**src/rtl/sseg_pkg.sv**
```systemverilog
// sseg_pkg: shared widths, FSM states and the active-low gfedcba hex segment table
package sseg_pkg;
  localparam int SSEG_PW = 7;
  localparam int SSEG_AW = 4;
  typedef enum logic {IDLE, SEARCH} state_t;
  localparam logic [SSEG_PW-1:0] SEG_TABLE [2**SSEG_AW] = '{
    7'b1000000, 7'b1111001, 7'b0100100, 7'b0110000,
    7'b0011001, 7'b0010010, 7'b0000010, 7'b1111000,
    7'b0000000, 7'b0010000, 7'b0001000, 7'b0000011,
    7'b1000110, 7'b0100001, 7'b0000110, 7'b0001110
  };
endpackage

```
**src/rtl/sseg_pattern_decoder.sv**
```systemverilog
// sseg_pattern_decoder: sequential reverse lookup of a segment pattern to its hex digit; SSEG_PATTERN_DECODER_CACHE_EN adds a last-hit cache
module sseg_pattern_decoder
  import sseg_pkg::*;
#(
  parameter int PW = SSEG_PW,
  parameter int AW = SSEG_AW
) (
  input  logic          clk,
  input  logic          reset,
  input  logic          req,
  input  logic [PW-1:0] seg_in,
  output logic          ready,
  output logic          done,
  output logic          hit,
  output logic [AW-1:0] digit
);
  state_t        state;
  logic [PW-1:0] pat_reg;
  logic [AW-1:0] idx;
  logic [AW-1:0] start_idx;
  logic          match;
  assign ready = (state == IDLE);
  assign match = (pat_reg == SEG_TABLE[idx]);
`ifdef SSEG_PATTERN_DECODER_CACHE_EN
  logic          c_valid;
  logic [PW-1:0] c_pat;
  logic [AW-1:0] c_dig;
  // a cached hit starts the search on its own entry, so it matches on the first compare
  assign start_idx = (c_valid && seg_in == c_pat) ? c_dig : '0;
  always_ff @(posedge clk or posedge reset)
    if (reset) begin
      c_valid <= 1'b0;
      c_pat   <= '0;
      c_dig   <= '0;
    end else if (state == SEARCH && match) begin
      c_valid <= 1'b1;
      c_pat   <= pat_reg;
      c_dig   <= idx;
    end
`else
  assign start_idx = '0;
`endif
  always_ff @(posedge clk or posedge reset)
    if (reset) begin
      state   <= IDLE;
      pat_reg <= '0;
      idx     <= '0;
      done    <= 1'b0;
      hit     <= 1'b0;
      digit   <= '0;
    end else begin
      done <= 1'b0;
      if (state == IDLE) begin
        if (req) begin
          pat_reg <= seg_in;
          idx     <= start_idx;
          state   <= SEARCH;
        end
      end else if (match) begin
        state <= IDLE;
        digit <= idx;
        hit   <= 1'b1;
        done  <= 1'b1;
      end else if (&idx) begin
        state <= IDLE;
        digit <= '0;
        hit   <= 1'b0;
        done  <= 1'b1;
      end else begin
        idx <= idx + 1'b1;
      end
    end
endmodule
```
**config.mk**
```make
export PLATFORM = sky130hd
export DESIGN_NAME = sseg_pattern_decoder
export DESIGN_NICKNAME = d
export VERILOG_FILES = /design/src/rtl/sseg_pkg.sv /design/src/rtl/sseg_pattern_decoder.sv
export SDC_FILE = /design/constraint.sdc
export NUM_CORES = 1
export LEC_CHECK = 0
export CORE_MARGIN = 4
export CORE_UTILIZATION = 45
export DETAILED_ROUTE_END_ITERATION = 8
export GPL_ROUTABILITY_DRIVEN = 0
export PLACE_DENSITY = 0.68
export SLEW_MARGIN = 20
export SYNTH_ARGS = -nofsm -noshare
export SYNTH_HDL_FRONTEND = slang
export SYNTH_SLANG_ARGS = --single-unit
```
**constraint.sdc**
```tcl
create_clock -name clk -period 4.7 [get_ports clk]
set_clock_uncertainty 0.1 [all_clocks]
set_input_delay 0.705 -clock clk [delete_from_list [all_inputs] [get_ports clk]]
set_output_delay 0.705 -clock clk [all_outputs]
set_load 0.02 [all_outputs]
```
### Word level (Yosys, flattened, before mapping)

Memories as Yosys holds them, arrays and structs flattened.
Index checks and enable logic that the tools add are counted.

* output and inout bits: 7
* input bits: 10
* ROM bits: 112
* bits in registers: 18
* word-level logic and storage cells: 37
* memories: 1

* multiplexer cells: 17
* magnitude comparators: 1
* reduce and logical (&&, ||, !) cells: 6
* eq/ne operators: 3
* add/sub/neg operators: 1
* bitwise gates (word level): 2

Memory list
* (name not given): depth 16, bits a word 7, read ports 1, clocked after Yosys merged registers in 0, wr ports 0, RTL line sseg_pattern_decoder.sv:23 `assign match = (pat_reg == SEG_TABLE[idx]);`

Operators by type and width (count)
* $mux 4: 6
* $mux 7: 2
* $mux 1: 9
* $eq 7x7->1: 1
* $ge 5x5->1 const B: 1
* $not 4->5: 1
* $add 4x1->4 const B: 1
* $ne 2x2->1 const B: 2
* $reduce_and 2->1: 2
* $reduce_and 4->1: 1
* $reduce_bool 2->1: 2
* $reduce_and 3->1: 1
* $not 1->1: 1

### Logic depth before layout (Yosys ltp)

Gate-level depths: netlist of the first run.

* word-level depth: 7
* depth in mapped cells: 9
* depth with buffers taken out: 8

### Least setup slack after synthesis of the first run

Ideal clock, no wire load.

* path type: register -> register
* start point: reg idx[0]
* end point: reg digit[0]
* stages on the path, launching flop included: 10
* path slack: 2.177 ns
* required time: 4.474 ns
* clock period less this slack: 2.523 ns
* arrival: 2.297 ns
* library setup time: 0.126 ns
* buffers on the path: 1
* cell sequence: dfrtp_1 inv_1 ha_1 inv_1 mux4_2 xnor2_1 nand4_1 buf_6 or2_4 a221o_1

* longest elaborated chain between the ends: 7
* elaborated cells between the ends (all ways): 9
* those cells by class: 1 x eq/ne; 3 x mux; 1 x bitwise; 3 x reduce/logical; 1 x memory

RTL lines
* from (decl): RTL line sseg_pattern_decoder.sv:19 `logic [AW-1:0] idx;`
* from (signal assigned): RTL line sseg_pattern_decoder.sv:56 `idx <= start_idx;`
* from (signal assigned): RTL line sseg_pattern_decoder.sv:70 `idx <= idx + 1'b1;`
* $not 4->5 (implied by the code): RTL line sseg_pattern_decoder.sv:23
* $mem_v2 16x7
* $mux 7 (implied by the code) (2 in series): RTL line sseg_pattern_decoder.sv:23
* $eq 7x7->1: RTL line sseg_pattern_decoder.sv:23
* $reduce_bool 2->1 (no line)
* $reduce_and 2->1 (no line)
* to (signal assigned): RTL line sseg_pattern_decoder.sv:61 `digit <= idx;`
* to (decl): RTL line sseg_pattern_decoder.sv:15 `output logic [AW-1:0] digit`

Several ways; a longest one is shown, not always the timed one. The select of a mux whose other input is x is not followed.
A chain may end at the register's enable or synchronous reset.

### Final worst setup path of the first run

* start point: reg idx[0]
* end point: reg idx[1]

* longest elaborated chain between the ends: 7
* elaborated cells between the ends (all ways): 13
* those cells by class: 1 x add/sub; 3 x eq/ne; 5 x mux; 1 x bitwise; 2 x reduce/logical; 1 x memory

RTL lines (RTL line)
* $not 4->5 (implied by the code): sseg_pattern_decoder.sv:23
* $mem_v2 16x7
* $mux 7 (implied by the code) (2 in series): sseg_pattern_decoder.sv:23
* $eq 7x7->1: sseg_pattern_decoder.sv:23
* $ne 2x2->1 (no line)
* $reduce_and 3->1 (no line)

Several ways; a longest one is shown, not always the timed one. The select of a mux whose other input is x is not followed.

==> results of run 1 <==
-- worst max path at each step --
stage,startpoint,end,slack [ps],depth (start not counted)
finish,idx[0],idx[1],1630,8
detailed placement,idx[0],idx[1],1540,8
global placement,idx[0],idx[1],1740,8
CTS,idx[0],idx[1],1530,8
floorplan,idx[0],digit[0],2180,9
global route,idx[0],idx[1],1430,8
-- worst max-delay path, cell delays in order (launching register included) --
cell and delay (ps):
dfrtp_1 520, inv_1 200, ha_1 360, inv_1 60
mux4_2 460, xnor2_1 140, nand4_1 350, o211ai_1 410
mux2_2 380
-- report_power, final --
| group | internal [uW] | switching, uW | leakage (uW) |
|---|---|---|---|
| clock | 47.3 | 53.6 | 0.0000210 |
| combinational | 280 | 282 | 0.000354 |
| sequential | 225 | 103 | 0.000206 |
-- layout make-up --
| type | count | area share |
|---|---|---|
| clock buffers | 4 | 0.0261 |
| flip-flops and latches | 18 | 0.325 |
| repair buffers | 16 | 0.115 |
| multi-input cells | 82 | 0.485 |
| well taps | 30 | 0.0271 |
| inverters | 8 | 0.0216 |
-- stage by stage --
step,area (um^2),utilization,std cells
after global placement,1340,0.538,154
final,1390,0.555,158
after detailed placement,1340,0.538,154
after CTS,1380,0.552,158
after global routing,1390,0.555,158
after floorplan,1190,-,115
-- cells in the mapped netlist, drive strengths merged --
master	number	area [um^2]
a21oi	4	20.0
o221ai	2	17.5
dfrtp	18	450
nand2	7	26.3
clkinv	1	3.75
or4	2	15.0
a211oi	1	7.51
o21a	1	7.51
nor3	4	20.0
a2bb2oi	1	8.76
xnor2	2	17.5
nor2	4	15.0
nand4	1	6.26
nand3	2	10.0
o21ai	4	20.0
o21bai	1	7.51
nand2b	3	18.8
or2	2	15.0
o211a	1	10.0
nor4	1	6.26
o211ai	2	15.0
o31ai	1	7.51
clkbuf	2	7.51
inv	7	26.3
and2	2	12.5
buf	5	37.5
a311oi	1	8.76
a221o	2	20.0
ha	7	87.6
xor2	5	43.8
a22oi	1	12.5
o311ai	1	8.76
mux2	11	131
nor2b	1	6.26
mux2i	4	40.0
mux4	1	22.5
-- routing by layer --
layer / track usage / part of all wire / wire length, um / vias to the layer above
li1: - / - / - / 433
met1: 0.207 / 0.46 / 1100 / 412
met2: 0.239 / 0.48 / 1160 / 25
met3: 0.0218 / 0.048 / 116 / 5
met4: 0.0712 / 0.016 / 38 / 0
met5: 0 / 0 / 0 / -
-- cells by family (layout without fill, tap and decap cells) --
group           Yosys count  after routing  synth area share
buf+inv                  15             28            0.0630
flops                    18             18             0.378
mux                      16             16             0.163
simple gates             29             29             0.127
xor+xnor                  7              7            0.0515
compound gates           23             23             0.144
fa+ha+maj                 7              7            0.0735
==> flow_summary.toml, run 1 <==
[grt]
grt_pass1_vias = 893
grt_antenna_before_repair = 0
track_usage = 0.153
grt_first_pass_wirelength_mm = 4.11
grt_remaining_overflow = 0
grt_max_degree = 20

[final_layout]
register_area_um2 = 450
drive_gt1_frac = 0.156
final_common_cell = "dfrtp_1"
fillers = 224
largest_reg_flops = 7
fin_nets = 146
syn_to_final_growth_pct = 16.5
mostFrequentLayoutCells = "dfrtp_1, clkdlybuf4s50_1, mux2_2"
num_antenna_cells = 0
multi_input_area_um2 = 673

[power_and_ir_drop]
leakage_uw = 0.000581
ir_worst_vdd_mv = 0.368
power_uw = 991
power_density_nw_per_um2 = 714

[timing]
finalCritPeriodShare = 0.654
report.final.slew_viol_count = 0
hold_violations = 0
min_period_ps = 3070
worst_slack_ps = 1630
fin_tns_setup_ps = 0
rsz0062_at_grt = "false"
setup_viol = 0
slew_headroom = 0.342
tightest_slew_ps = 985
hold_ws_ps = 418
fmax_mhz = 325

[worst_setup_path]
end_kind = "register"
r2r_cells = 8
worstSetupPathType = "register to register"
crit_fanout = 11
timing.rr.start = "idx[0]"
start_kind = "register"
reg2reg_to = "idx[1]"
cp.arrival_ps = 3170
reg2reg_slack_ps = 1630
critical_path_required_ps = 4800

[clock_tree]
cts_sinks = 18
cts_repair_resize_count = 0
clk_latency_ps = 300
cts_htree_levels = 1
clkTransAtPathRegs_ps = 110
cts_tree = "yes"
post_cts_buffers = 0
root_buffer = "clkbuf_4"
clockBufferDepth = 2
numCtsBuffers = 3
holdBufCountCts = 0

[floorplanning]
initial_core_util = 0.476
rows = 18
die_y_um = 59.5
die_width_um = 59.5
dieArea_um2 = 3530
ios = 17
core_um2 = 2500

[synth]
syn_inst = 115
ys_seq_area_frac = 0.378
post_synth.cell_area_avg_um2 = 10.4
netlist-cell-type-count = 40
ys_ff_latch = 18
synth_fp_nets = 132
synth_warnings = 0
syn-cell-area_um2 = 1190

[drt]
drt-total-wl_mm = 2.42
avgRoutedWirePerCell_um = 15.3
first_pass_iters = 4
vias = 875
postRouteAntennaNets = 0
route.detailed.drc = 0
drt_iter0_drc = 21
vias_per_cell = 5.54

[min_path]
hold_depth = 2
whs_endpoint = "hit"
hp-class = "register to register"
hp-start = "hit"

[placed_design]
portBuffers = 16
dp_hpwl_mm = 1.73
place_worst_setup_slack_ps = 1540

[flow_run]
max-cap-violations = 0

[run_status]
status = "finished clean"
No activity file was read; power rests on OpenSTA's default activity.
==> run 2: changes to the inputs <==
Settings changed: PLACE_DENSITY 0.68 to 0.71.
Clock period 4.7 ns to 2.7 ns, I/O delays scaled along.
==> run 2 against run 1 <==
Effect of this change:
- die area unchanged
- final cell count is 8.9% higher
- design area up 11%
- sequential share of layout area fell by 3.1 points
- critical path depth rose by 1
- non-clock buffer count is 14 higher
- critical endpoint is now digit[2]
==> flow_summary.toml, run 2 (synthesis gave the netlist of run 1 again) <==
[worst_setup_path]
reg2reg_to = "digit[2]"
path_buf_inv = 3
timing.rr.start = "idx[1]"
crit_fanout = 6
endpoint = "digit[2]"
critical_path_required_ps = 2820
start_kind = "register"
cp_common_cell = "inv_2"
worst-path-stages = 9
cp.arrival_ps = 2750
r2r_cells = 9
worstSetupPathType = "register to register"
end_kind = "register"
reg2reg_slack_ps = 70
cp_slowest_stage_delay_ps = 470
slowest_stage = "mux4_2"
critPathLaunch = "idx[1]"
path_cells = "inv_2 -> ha_4 -> inv_2 -> mux4_2 -> xnor2_2 -> nand4_1 -> buf_4 -> or4_4 -> o221ai_2"
crit_family = "simple AND/OR/NAND/NOR gates"

[final_layout]
fin_util = 0.615
num_antenna_cells = 0
largest_reg_flops = 7
fin_nets = 160
mostFrequentLayoutCells = "dfrtp_1, clkdlybuf4s50_1, buf_4, mux2_2, nand2_1"
syn_to_final_growth_pct = 29.0
final_common_cell = "dfrtp_1"
drive_gt1_frac = 0.317

[grt]
grt_remaining_overflow = 0
grt_first_pass_wirelength_mm = 4.19
grt_antenna_before_repair = 0
track_usage = 0.157
grt_pass1_vias = 932
grt_max_degree = 19

[drt]
route.detailed.drc = 0
first_pass_iters = 4
drt_iter0_drc = 21
avgRoutedWirePerCell_um = 15.8
vias_per_cell = 5.67
drt-total-wl_mm = 2.72
vias = 975
postRouteAntennaNets = 0

[min_path]
hp-class = "input pin to asynchronous set/reset pin"

[power_and_ir_drop]
power_density_nw_per_um2 = 1300
power_uw = 2000
leakage_uw = 0.000655
ir_worst_vdd_mv = 0.744

[flow_run]
max-cap-violations = 0

[clock_tree]
cts_sinks = 18
clkTransAtPathRegs_ps = 110
cts_htree_levels = 1
clockBufferDepth = 2
cts_tree = "yes"
numCtsBuffers = 3
clk_latency_ps = 310
root_buffer = "clkbuf_4"
holdBufCountCts = 0

[timing]
rsz0062_at_grt = "true"
finalCritPeriodShare = 0.974
hold_violations = 0
min_period_ps = 2630
setup_viol = 0
fmax_mhz = 380
slew_headroom = 0.526
tightest_slew_ps = 710
report.final.slew_viol_count = 0

[floorplanning]
die_width_um = 59.5
initial_core_util = 0.476
core_um2 = 2500
dieArea_um2 = 3530
rows = 18
die_y_um = 59.5
ios = 17

[run_status]
status = "finished clean"

[placed_design]
dp_hpwl_mm = 1.89
portBuffers = 16
## run 2: changes by cell type in the layout (fill, tap and decap cells not counted), moves of 2 or more
cell / before / now
inv_1: 7 / 4
inv_2: 0 / 3
o221ai_2: 0 / 2
ha_2: 0 / 3
buf_4: 0 / 14
or4_1: 2 / 0
or4_4: 0 / 2
o221ai_1: 2 / 0
ha_1: 7 / 3
## run 2: area by class of cell
| type | count | area [um^2] |
|---|---|---|
| timing repair buffer | 30 | 265 |
| multi-input combinational | 82 | 717 |
| tap | 30 | 37.5 |
| fill | 206 | 963 |
| clock buffer | 4 | 36.3 |
| inverter | 8 | 30.0 |
| sequential | 18 | 450 |
## run 2: timing repair
item / in CTS / in global routing
buffers inserted: 0 / 4
gates resized for setup: 0 / 13
hold endpoints to repair: 0 / 0
endpoints found under the setup margin: 0 / 7
## run 2: how the worst min path moves through the flow
stage / from / end / cells after the start
global placement: hit / hit / 2
finish: reset / pat_reg[4] / 2
CTS: reset / pat_reg[4] / 2
global route: reset / pat_reg[4] / 2
floorplan: reset / digit[0] / 1
detailed placement: hit / hit / 2
## run 2: worst register-to-register path: stages (launching register included)
cell,delay (ps)
dfrtp_1,430
inv_2,100
ha_4,290
inv_2,30
mux4_2,470
xnor2_2,160
nand4_1,240
buf_4,240
or4_4,420
o221ai_2,80
## run 2: stage by stage
stage	cells	setup slack, ps	TNS (ps)	area (um^2)	hold WS (ps)
after global placement	164	171	0	1420	389
after detailed placement	164	38.2	0	1420	408
after CTS	168	24.6	0	1460	434
final	172	71.0	0	1540	396
after global routing	172	-69.3	-230	1540	456
after floorplan	115	177	0	1190	244
## run 2: report_power, final
group	total, uW	switching, uW	internal (uW)
sequential	546	153	393
combinational	1280	602	676
clock	174	91.5	82.4
## run 2: metal layers
layer,global-route usage,wire length [um],up-vias
li1,-,-,465
met1,0.194,1150,466
met2,0.273,1320,35
met3,0.0261,151,9
met4,0.0550,91,0
met5,0,0,-
